### src/rtl/awg_pkg.sv
// Shared encodings for the AWG front-panel controller: edit fields, waveforms,
// amplitude bounds, key indices and auto-repeat intervals.
package awg_pkg;

  typedef enum logic [1:0] {
    FLD_FREQ  = 2'd0,
    FLD_AMP   = 2'd1,
    FLD_PHASE = 2'd2,
    FLD_RUN   = 2'd3
  } field_e;

  typedef enum logic [1:0] {
    WAVE_SINE   = 2'd0,
    WAVE_SQUARE = 2'd1,
    WAVE_TRI    = 2'd2,
    WAVE_SAW    = 2'd3
  } wave_e;

  localparam logic [2:0] AMP_MIN = 3'd1;
  localparam logic [2:0] AMP_MAX = 3'd7;

  localparam int NUM_KEYS = 4;
  localparam int KEY_MODE = 0;
  localparam int KEY_UP   = 1;
  localparam int KEY_DOWN = 2;
  localparam int KEY_WAVE = 3;

  localparam int RPT_FIRST = 1 << 20;
  localparam int RPT_NEXT  = 1 << 18;

endpackage

### src/rtl/key_debounce.sv
// One key path: 2-flop synchroniser, stable-count debouncer and a single-cycle
// press pulse on the debounced released->pressed edge.
module key_debounce #(
  parameter int DB_CYCLES = 500000
) (
  input  logic clk,
  input  logic rst_n,
  input  logic i_key_n,
  output logic o_level,
  output logic o_press
);
  localparam int CW = $clog2(DB_CYCLES + 1);

  logic [1:0]    r_sync;
  logic          r_level;
  logic          r_press;
  logic [CW-1:0] r_cnt;
  logic          w_raw;
  logic          w_diff;
  logic          w_done;

  assign w_raw  = ~r_sync[1];
  assign w_diff = w_raw != r_level;
  assign w_done = w_diff && (r_cnt == CW'(DB_CYCLES - 1));

  // Any cycle that agrees with the debounced level restarts the count.
  always_ff @(posedge clk or negedge rst_n) begin
    if (!rst_n) begin
      r_sync  <= 2'b11;
      r_level <= 1'b0;
      r_press <= 1'b0;
      r_cnt   <= '0;
    end else begin
      r_sync  <= {r_sync[0], i_key_n};
      r_press <= w_done & w_raw;
      if (w_done) begin
        r_level <= w_raw;
        r_cnt   <= '0;
      end else if (w_diff) begin
        r_cnt <= r_cnt + 1'b1;
      end else begin
        r_cnt <= '0;
      end
    end
  end

  assign o_level = r_level;
  assign o_press = r_press;
endmodule

### src/rtl/awg_param_ctrl.sv
// Front-panel controller: four debounced keys drive an edit-field FSM that owns
// the generator configuration. Define AWG_AUTOREPEAT_EN for up/down hold-repeat.
module awg_param_ctrl
  import awg_pkg::*;
#(
  parameter int DB_CYCLES  = 500000,
  parameter int FREQ_RESET = 64,
  parameter int FREQ_MIN   = 1,
  parameter int FREQ_MAX   = 4095,
  parameter int FREQ_STEP  = 16,
  parameter int PHASE_STEP = 8
) (
  input  logic        clk,
  input  logic        rst_n,
  input  logic        key_mode_n,
  input  logic        key_up_n,
  input  logic        key_down_n,
  input  logic        key_wave_n,
  output logic        en,
  output logic [1:0]  wave_sel,
  output logic [11:0] state_freq,
  output logic [2:0]  state_amp,
  output logic [7:0]  state_phase,
  output logic [1:0]  edit_field
);
  logic [NUM_KEYS-1:0] w_key_n;
  logic [NUM_KEYS-1:0] w_level;
  logic [NUM_KEYS-1:0] w_press;
  logic                w_unused_level;
  logic [1:0]          w_rpt;

  assign w_key_n        = {key_wave_n, key_down_n, key_up_n, key_mode_n};
  assign w_unused_level = ^w_level;

  key_debounce #(.DB_CYCLES(DB_CYCLES)) u_key [NUM_KEYS-1:0] (
    .clk     (clk),
    .rst_n   (rst_n),
    .i_key_n (w_key_n),
    .o_level (w_level),
    .o_press (w_press)
  );

`ifdef AWG_AUTOREPEAT_EN
  // A mode press kills repeat until the held key is released.
  for (genvar g = 0; g < 2; g++) begin : g_rpt
    logic [19:0] r_cnt;
    logic        r_first;
    logic        r_kill;
    logic        r_pulse;
    logic        w_hold;
    logic [19:0] w_lim;

    assign w_hold   = w_level[KEY_UP+g] & ~r_kill & ~w_press[KEY_MODE];
    assign w_lim    = r_first ? 20'(RPT_FIRST - 1) : 20'(RPT_NEXT - 1);
    assign w_rpt[g] = r_pulse;

    always_ff @(posedge clk or negedge rst_n) begin
      if (!rst_n) begin
        r_cnt   <= '0;
        r_first <= 1'b1;
        r_kill  <= 1'b0;
        r_pulse <= 1'b0;
      end else begin
        r_pulse <= 1'b0;
        if (!w_level[KEY_UP+g])   r_kill <= 1'b0;
        else if (w_press[KEY_MODE]) r_kill <= 1'b1;
        if (!w_hold) begin
          r_cnt   <= '0;
          r_first <= 1'b1;
        end else if (r_cnt == w_lim) begin
          r_cnt   <= '0;
          r_first <= 1'b0;
          r_pulse <= 1'b1;
        end else begin
          r_cnt <= r_cnt + 20'd1;
        end
      end
    end
  end
`else
  assign w_rpt = 2'b00;
`endif

  logic w_mode, w_up, w_dn, w_wave;
  assign w_mode = w_press[KEY_MODE];
  assign w_up   = w_press[KEY_UP]   | w_rpt[0];
  assign w_dn   = w_press[KEY_DOWN] | w_rpt[1];
  assign w_wave = w_press[KEY_WAVE];

  field_e      r_field, w_field_nxt;
  logic        r_en, w_en_nxt;
  logic [1:0]  r_wave, w_wave_nxt;
  logic [11:0] r_freq, w_freq_nxt;
  logic [2:0]  r_amp, w_amp_nxt;
  logic [7:0]  r_phase, w_phase_nxt;
  logic [12:0] w_f13;

  always_ff @(posedge clk or negedge rst_n) begin
    if (!rst_n) r_field <= FLD_FREQ;
    else        r_field <= w_field_nxt;
  end

  // Field action uses the pre-advance state, so mode+up/down edits then moves on.
  always_comb begin
    w_field_nxt = r_field;
    w_en_nxt    = r_en;
    w_wave_nxt  = r_wave;
    w_freq_nxt  = r_freq;
    w_amp_nxt   = r_amp;
    w_phase_nxt = r_phase;
    w_f13       = w_up ? ({1'b0, r_freq} + 13'(FREQ_STEP))
                       : ({1'b0, r_freq} - 13'(FREQ_STEP));
    if (w_up ^ w_dn) begin
      case (r_field)
        FLD_FREQ: begin
          if (w_up)
            w_freq_nxt = (w_f13 > 13'(FREQ_MAX)) ? 12'(FREQ_MAX) : w_f13[11:0];
          else
            w_freq_nxt = (w_f13[12] || w_f13 < 13'(FREQ_MIN)) ? 12'(FREQ_MIN) : w_f13[11:0];
        end
        FLD_AMP: begin
          if (w_up) w_amp_nxt = (r_amp >= AMP_MAX) ? AMP_MAX : r_amp + 3'd1;
          else      w_amp_nxt = (r_amp <= AMP_MIN) ? AMP_MIN : r_amp - 3'd1;
        end
        FLD_PHASE: begin
          if (w_up) w_phase_nxt = r_phase + 8'(PHASE_STEP);
          else      w_phase_nxt = r_phase - 8'(PHASE_STEP);
        end
        FLD_RUN: w_en_nxt = w_up;
      endcase
    end
    if (w_wave) w_wave_nxt = r_wave + 2'd1;
    if (w_mode) begin
      case (r_field)
        FLD_FREQ:  w_field_nxt = FLD_AMP;
        FLD_AMP:   w_field_nxt = FLD_PHASE;
        FLD_PHASE: w_field_nxt = FLD_RUN;
        FLD_RUN:   w_field_nxt = FLD_FREQ;
      endcase
    end
  end

  always_ff @(posedge clk or negedge rst_n) begin
    if (!rst_n) begin
      r_en    <= 1'b0;
      r_wave  <= WAVE_SINE;
      r_freq  <= 12'(FREQ_RESET);
      r_amp   <= AMP_MIN;
      r_phase <= 8'd0;
    end else begin
      r_en    <= w_en_nxt;
      r_wave  <= w_wave_nxt;
      r_freq  <= w_freq_nxt;
      r_amp   <= w_amp_nxt;
      r_phase <= w_phase_nxt;
    end
  end

  assign en          = r_en;
  assign wave_sel    = r_wave;
  assign state_freq  = r_freq;
  assign state_amp   = r_amp;
  assign state_phase = r_phase;
  assign edit_field  = r_field;
endmodule

### config.mk
export PLATFORM = sky130hd
export DESIGN_NAME = awg_param_ctrl
export DESIGN_NICKNAME = d
export VERILOG_FILES = /design/src/rtl/awg_pkg.sv /design/src/rtl/key_debounce.sv /design/src/rtl/awg_param_ctrl.sv
export SDC_FILE = /design/constraint.sdc
export NUM_CORES = 1
export LEC_CHECK = 0
export ABC_AREA = 1
export BUFFER_PORTS_ARGS = -buffer_cell sky130_fd_sc_hd__buf_2
export CAP_MARGIN = 20
export CORE_MARGIN = 3
export CORE_UTILIZATION = 40
export DETAILED_ROUTE_END_ITERATION = 8
export PLACE_DENSITY_LB_ADDON = 0.05
export SKIP_CTS_REPAIR_TIMING = 1
export SYNTH_ARGS = -nofsm -noshare
export SYNTH_HDL_FRONTEND = slang
export SYNTH_SLANG_ARGS = --single-unit
### constraint.sdc
create_clock -name clk -period 7.3 [get_ports clk]
set_clock_uncertainty 0.15 [all_clocks]
set_input_delay 0 -clock clk [delete_from_list [all_inputs] [get_ports clk]]
set_output_delay 0 -clock clk [all_outputs]
set_load 0.05 [all_outputs]
==> results.yml, run 1 <==
floorplan:
  rows: 45
  die_w_um: 131.7
  die_height_um: 131.7
  core_sq_mm: 0.01531
  start_util: 0.4124
  ios: 34
  die_area_sq_mm: 0.01733
drt:
  drtAntennaViolNets: 0
  wl_per_cell_um: 12.79
  wl_um: 13270
  drc: 0
  via_per_inst: 4.822
  first_pass_iters: 5
  drt_iter0_markers: 300
  vias: 5005
grt:
  grt_first_pass_wirelength_um: 23490
  grt_antenna_before_repair: 0
  grt_usage: 0.1639
  grt_overflow: 0
  grt_pass1_vias: 5069
  grt_max_degree: 60
sta:
  period_needed_ps: 2829
  fin_crit_sh: 0.3876
  relSlewSlack: 0.4887
  worstMarginPinSlew_ps: 767.0
  tns_ps: 0
  finalSetupViolCount: 0
  final_hold_viol_count: 0
  finalMaxSlewViolations: 0
  max_freq_ghz: 0.3535
  rsz0062_at_grt: "no"
setup_path:
  critPathMaxFanout: 17
  critical_path.cell_chain: "inv_1, ha_1, nand2_1, inv_1, a21oi_1, nand2_1, nand2_1, nand2_1, nor2_1, nand2_1, nand2_1, nand2_1, nand2_1, nand2_1, nand2_1"
  slowest_stage: "dfrtp_1"
  crit_arrival_ps: 3030
  critPathMostFrequentCell: "nand2_1"
  slowest_delay_ps: 500
  cp-end-kind: "flop"
  path_class: "flop to flop"
  crit_required_ps: 7500
  start_kind: "flop"
synthesis:
  synth.distinct_cells: 48
  ys_seq_area_frac: 0.4576
  synth_ff_type: "dfrtp_1"
  syn_inst: 765
  synthArstFlopShare: 1.000
  ys_seq_elements: 115
  syn_area_sq_mm: 0.006316
  synth_edf_count: 0
  ys_warn_count: 0
  syn_avg_cell_area_sq_um: 8.256
clocking:
  clk_root_buffer_cell: "clkbuf_16"
  clk_pin_slew_ps: 50
  clkLatencyLatePin_ps: 410
  cts_buffer_depth: 2
  cts_tree: "built"
  htree_levels: 4
  numCtsBuffers: 17
  cts_sinks: 115
place:
  placed_cell_area_sq_mm: 0.006696
  hpwlAfterDp_um: 9420
  io_buffers: 30
  gp_congestion: 0.8473
finish:
  diodes: 0
  design_area_sq_mm: 0.007310
  design.final.nets: 845
  area_delta_synth_final_pct: 15.73
  layout-drive-gt1-share: 0.1391
flow_run:
  maxCapViolations: 0
power:
  p_leak_uw: 0.003395
  worst_ir_drop_vdd_mv: 0.1629
  powerDensity_mw_per_mm2: 202.5
hold_path:
  worstHoldPathType: "input port to asynchronous set/reset pin"
status:
  status: "finished clean"
==> flip-flops by register name (all words and copies together), names as in the netlist <==
name           flops
u_key.r_cnt       76
state_freq        10
u_key.r_sync       8
state_phase        5
u_key.o_level      4
u_key.o_press      4
state_amp          3
edit_field         2
wave_sel           2
en                 1
==> synthesized netlist by cell type (4+ instances only) <==
cell | instances | area, sq um
nand2_1 | 158 | 593.1
dfrtp_1 | 105 | 2628
nor2_1 | 101 | 379.1
inv_1 | 98 | 367.9
nand3_1 | 42 | 210.2
a21oi_1 | 28 | 140.1
nor3_1 | 27 | 135.1
o21ai_0 | 27 | 135.1
ha_1 | 23 | 287.8
xor2_1 | 22 | 192.7
nand4_1 | 16 | 100.1
nor4_1 | 12 | 75.07
xnor2_1 | 11 | 96.34
dfstp_2 | 10 | 262.8
a211oi_1 | 7 | 52.55
nor3_2 | 6 | 60.06
buf_4 | 5 | 37.54
nand2_2 | 5 | 31.28
nor2_2 | 5 | 31.28
nor3b_1 | 5 | 37.54
or2_2 | 5 | 31.28
nand3_2 | 4 | 40.04
==> power breakdown <==
group	internal (uW)	switching [uW]	leakage, uW	total [uW]
Sequential	648	5.78	0.00156	653
Clock	483	301	0.000267	784
Combinational	10.8	32.1	0.00157	42.9
==> per-stage QoR <==
step | worst slack, ps | utilization | power (uW) | hold slack [ps] | cells
detailed placement | 4499 | 0.4373 | 706.7 | -43.83 | 1001
finish | 4471 | 0.4773 | 1480 | 49.22 | 1038
global route | 4184 | 0.4773 | 1545 | 66.35 | 1038
global placement | 4552 | 0.4373 | 706.2 | -44.31 | 1001
CTS | 4480 | 0.4740 | 1501 | -491.0 | 1033
floorplan | 4814 | - | 685.8 | -445.6 | 767
==> routing by layer <==
layer | up-vias | GRT usage | wire length, um
met5 | - | 0 | 0
met4 | 0 | 0.05893 | 210
met3 | 20 | 0.05092 | 554
met2 | 62 | 0.2599 | 6029
met1 | 2333 | 0.2120 | 6477
li1 | 2590 | - | -
==> area by class of cell <==
class | instances | area, sq um
clock buffer | 19 | 452.9
clock inverter | 13 | 110.1
fill | 1521 | 8005
inverter | 101 | 379.1
multi-input combinational | 543 | 3003
sequential | 115 | 2890
tap | 211 | 264.0
timing repair buffer | 36 | 210.2
==> layout by cell type, fill, tap and decap left out, drive strengths merged, types with 3 or more instances in the layout <==
cell type | synthesis | routed
a211oi | 7 | 7
a21oi | 28 | 28
a31oi | 3 | 3
and3 | 3 | 3
buf | 7 | 31
clkbuf | 1 | 19
clkinv | 1 | 7
clkinvlp | 0 | 5
conb | 1 | 3
dfrtp | 105 | 105
dfstp | 10 | 10
dlygate4sd3 | 0 | 5
ha | 23 | 23
inv | 100 | 101
mux2 | 3 | 3
nand2 | 163 | 163
nand3 | 46 | 46
nand4 | 18 | 18
nor2 | 109 | 109
nor3 | 34 | 34
nor3b | 7 | 7
nor4 | 12 | 12
o21a | 3 | 3
o21ai | 27 | 27
or2 | 7 | 7
xnor2 | 12 | 12
xor2 | 22 | 22
==> path summary, 6_finish.rpt <==
check | start | endpoint | slack [ps] | depth (start not counted)
hold / removal | rst_n | state_freq[11] | 50 | 2
min in group clk | key_down_n | u_key[2].r_sync[0] | 70 | 2
max in group asynchronous | rst_n | u_key[0].r_cnt[18] | 5740 | 3
hold reg to reg | u_key[2].r_sync[0] | u_key[2].r_sync[1] | 200 | 0
setup reg to reg | u_key[1].o_press | state_freq[7] | 4470 | 15
setup / recovery | u_key[1].o_press | state_freq[7] | 4470 | 15
==> cells by family (layout without fill, tap and decap cells) <==
| logic type | Yosys count | in the layout | synth area share |
|---|---|---|---|
| and+or+nand+nor | 404 | 404 | 0.2995 |
| DFF | 115 | 115 | 0.4576 |
| buffers and inverters | 109 | 169 | 0.06815 |
| AOI/OAI and AO/OA | 74 | 74 | 0.06854 |
| xor gates and xnor gates | 34 | 34 | 0.04834 |
| adders and majority gates | 25 | 25 | 0.05190 |
| muxes | 3 | 3 | 0.005348 |
| other | 1 | 3 | 0.0005937 |
==> worst max-delay path, delay by kind of cell, from the launching register on <==
family          cells  cell delay (ps)
simple gates       11              910
fa+ha+maj           1              400
flops               1              500
buf+inv             2              540
compound gates      1              250
No activity file was read; power rests on OpenSTA's default activity.
==> run 2, diff against run 1 <==
clock period = 2.8 ns   (was 7.3 ns; I/O delays follow)
==> results.yml, run 2 (synthesized netlist as in run 1, its figures left out) <==
status:
  status: "finished clean"
sta:
  rsz0062_at_grt: "no"
  max_freq_ghz: 0.4038
  hold_ws_ps: 21.74
  relSlewSlack: 0.6414
  fin_crit_sh: 0.8844
  period_needed_ps: 2476
  finalMaxSlewViolations: 0
  worstMarginPinSlew_ps: 535.9
  tns_ps: 0
  final_hold_viol_count: 0
  finalSetupViolCount: 0
grt:
  grt_antenna_before_repair: 0
  grt_pass1_vias: 5005
  grt_max_degree: 52
  grt_overflow: 0
  grt_usage: 0.1640
  grt_first_pass_wirelength_um: 23520
setup_path:
  start_kind: "flop"
  crit_required_ps: 3000
  cp-end-kind: "flop"
  crit_arrival_ps: 2670
  critPathMaxFanout: 14
  path_class: "flop to flop"
place:
  gp_congestion: 0.8556
  post-place-cells: 1006
  hpwlAfterDp_um: 9867
  io_buffers: 30
  placed_cell_area_sq_mm: 0.006746
clocking:
  cts_sinks: 115
  cts_tree: "built"
  clk_root_buffer_cell: "clkbuf_16"
  htree_levels: 4
  clkLatencyLatePin_ps: 410
  cts_buffer_depth: 2
  clk_pin_slew_ps: 50
  numCtsBuffers: 17
floorplan:
  rows: 45
  start_util: 0.4124
  ios: 34
  die_w_um: 131.7
  core_sq_mm: 0.01531
  die_height_um: 131.7
  die_area_sq_mm: 0.01733
power:
  p_leak_uw: 0.003472
  power.internal_uw: 3283
  pwr-share-clk: 0.561
  switching_share: 0.2101
  power.net_switching_uw: 872.8
  pwr-share-seq: 0.410
  design_power_total_uw: 4155
  worst_ir_drop_vdd_mv: 0.4178
  powerDensity_mw_per_mm2: 556.7
  p_comb_frac: 0.029
flow_run:
  maxCapViolations: 0
hold_path:
  worstHoldPathType: "input port to asynchronous set/reset pin"
drt:
  wl_per_cell_um: 12.90
  drtAntennaViolNets: 0
  first_pass_iters: 5
  vias: 5097
  drt_iter0_markers: 313
  via_per_inst: 4.882
  drc: 0
  wl_um: 13470
finish:
  top_register: "u_key.r_cnt"
  diodes: 0
  layout-drive-gt1-share: 0.1465
  design_area_sq_mm: 0.007465
  largest_register_ffs: 76
  design.final.nets: 851
  finalNonFillerCells: 1044
  final_cell_mix: "158 x nand2_1, 105 x dfrtp_1, 101 x nor2_1"
  layout_commonest_cell: "nand2_1"
  area_delta_synth_final_pct: 18.19
[run 2: cell types whose count changed in the layout (fill, tap and decap cells not counted)]
cell	before	now
clkinv_2	5	2
buf_4	2	6
buf_12	0	2
inv_1	98	97
clkbuf_8	2	3
bufinv_16	1	4
[run 2: routing by layer]
layer,part of all wire,global-route usage,vias up
met4,0.010,0.05251,0
met3,0.044,0.05092,11
met1,0.48,0.2191,2391
li1,-,-,2602
met2,0.46,0.2550,93
met5,0,0,-
[run 2: metrics by stage]
stage	setup WS [ps]	util
after CTS	338.3	0.4826
final	323.5	0.4874
after detailed placement	348.5	0.4405
after global placement	401.5	0.4405
after global routing	15.13	0.4874
after floorplan	314.4	-
[run 2: layout make-up]
class                      instances  area [sq um]
clock buffer                      20         466.7
clock inverter                    12         177.7
fill                            1505          7850
inverter                         101         382.9
multi-input combinational        543          3003
sequential                       115          2890
tap                              211         264.0
timing repair buffer              42         280.3
[run 2: worst max-delay path, cell delays in order (launching register included)]
cell and delay [ps]:
dfrtp_1 390, clkinvlp_4 270, ha_1 420, nand2_1 110, inv_1 40, a21oi_1 210, nand2_1 100, nand2_1 70
nand2_1 60, nor2_1 90, nand2_1 60, nand2_1 80, nand2_1 150, nand2_1 110, nand2_1 50, nand2_1 50
[run 2: power by group through the flow]
| stage | sequential [uW] | combinational [uW] | clock [uW] |
|---|---|---|---|
| after floorplan | 1730 | 59.6 | 0 |
| after global placement | 1730 | 114 | 0 |
| after detailed placement | 1730 | 116 | 0 |
| after CTS | 1700 | 116 | 2390 |
| after global routing | 1710 | 139 | 2470 |
| final | 1700 | 121 | 2330 |
[run 2: worst paths after layout]
check | start | endpoint | slack (ps) | cells past startpoint
hold reg to reg | u_key[3].r_sync[0] | u_key[3].r_sync[1] | 200 | 0
max in group asynchronous | rst_n | u_key[2].r_sync[1] | 2020 | 3
setup reg to reg | u_key[1].o_press | state_freq[5] | 320 | 15
min in group clk | key_down_n | u_key[2].r_sync[0] | 80 | 2
hold / removal | rst_n | state_freq[6] | 20 | 2
setup / recovery | u_key[1].o_press | state_freq[5] | 320 | 15
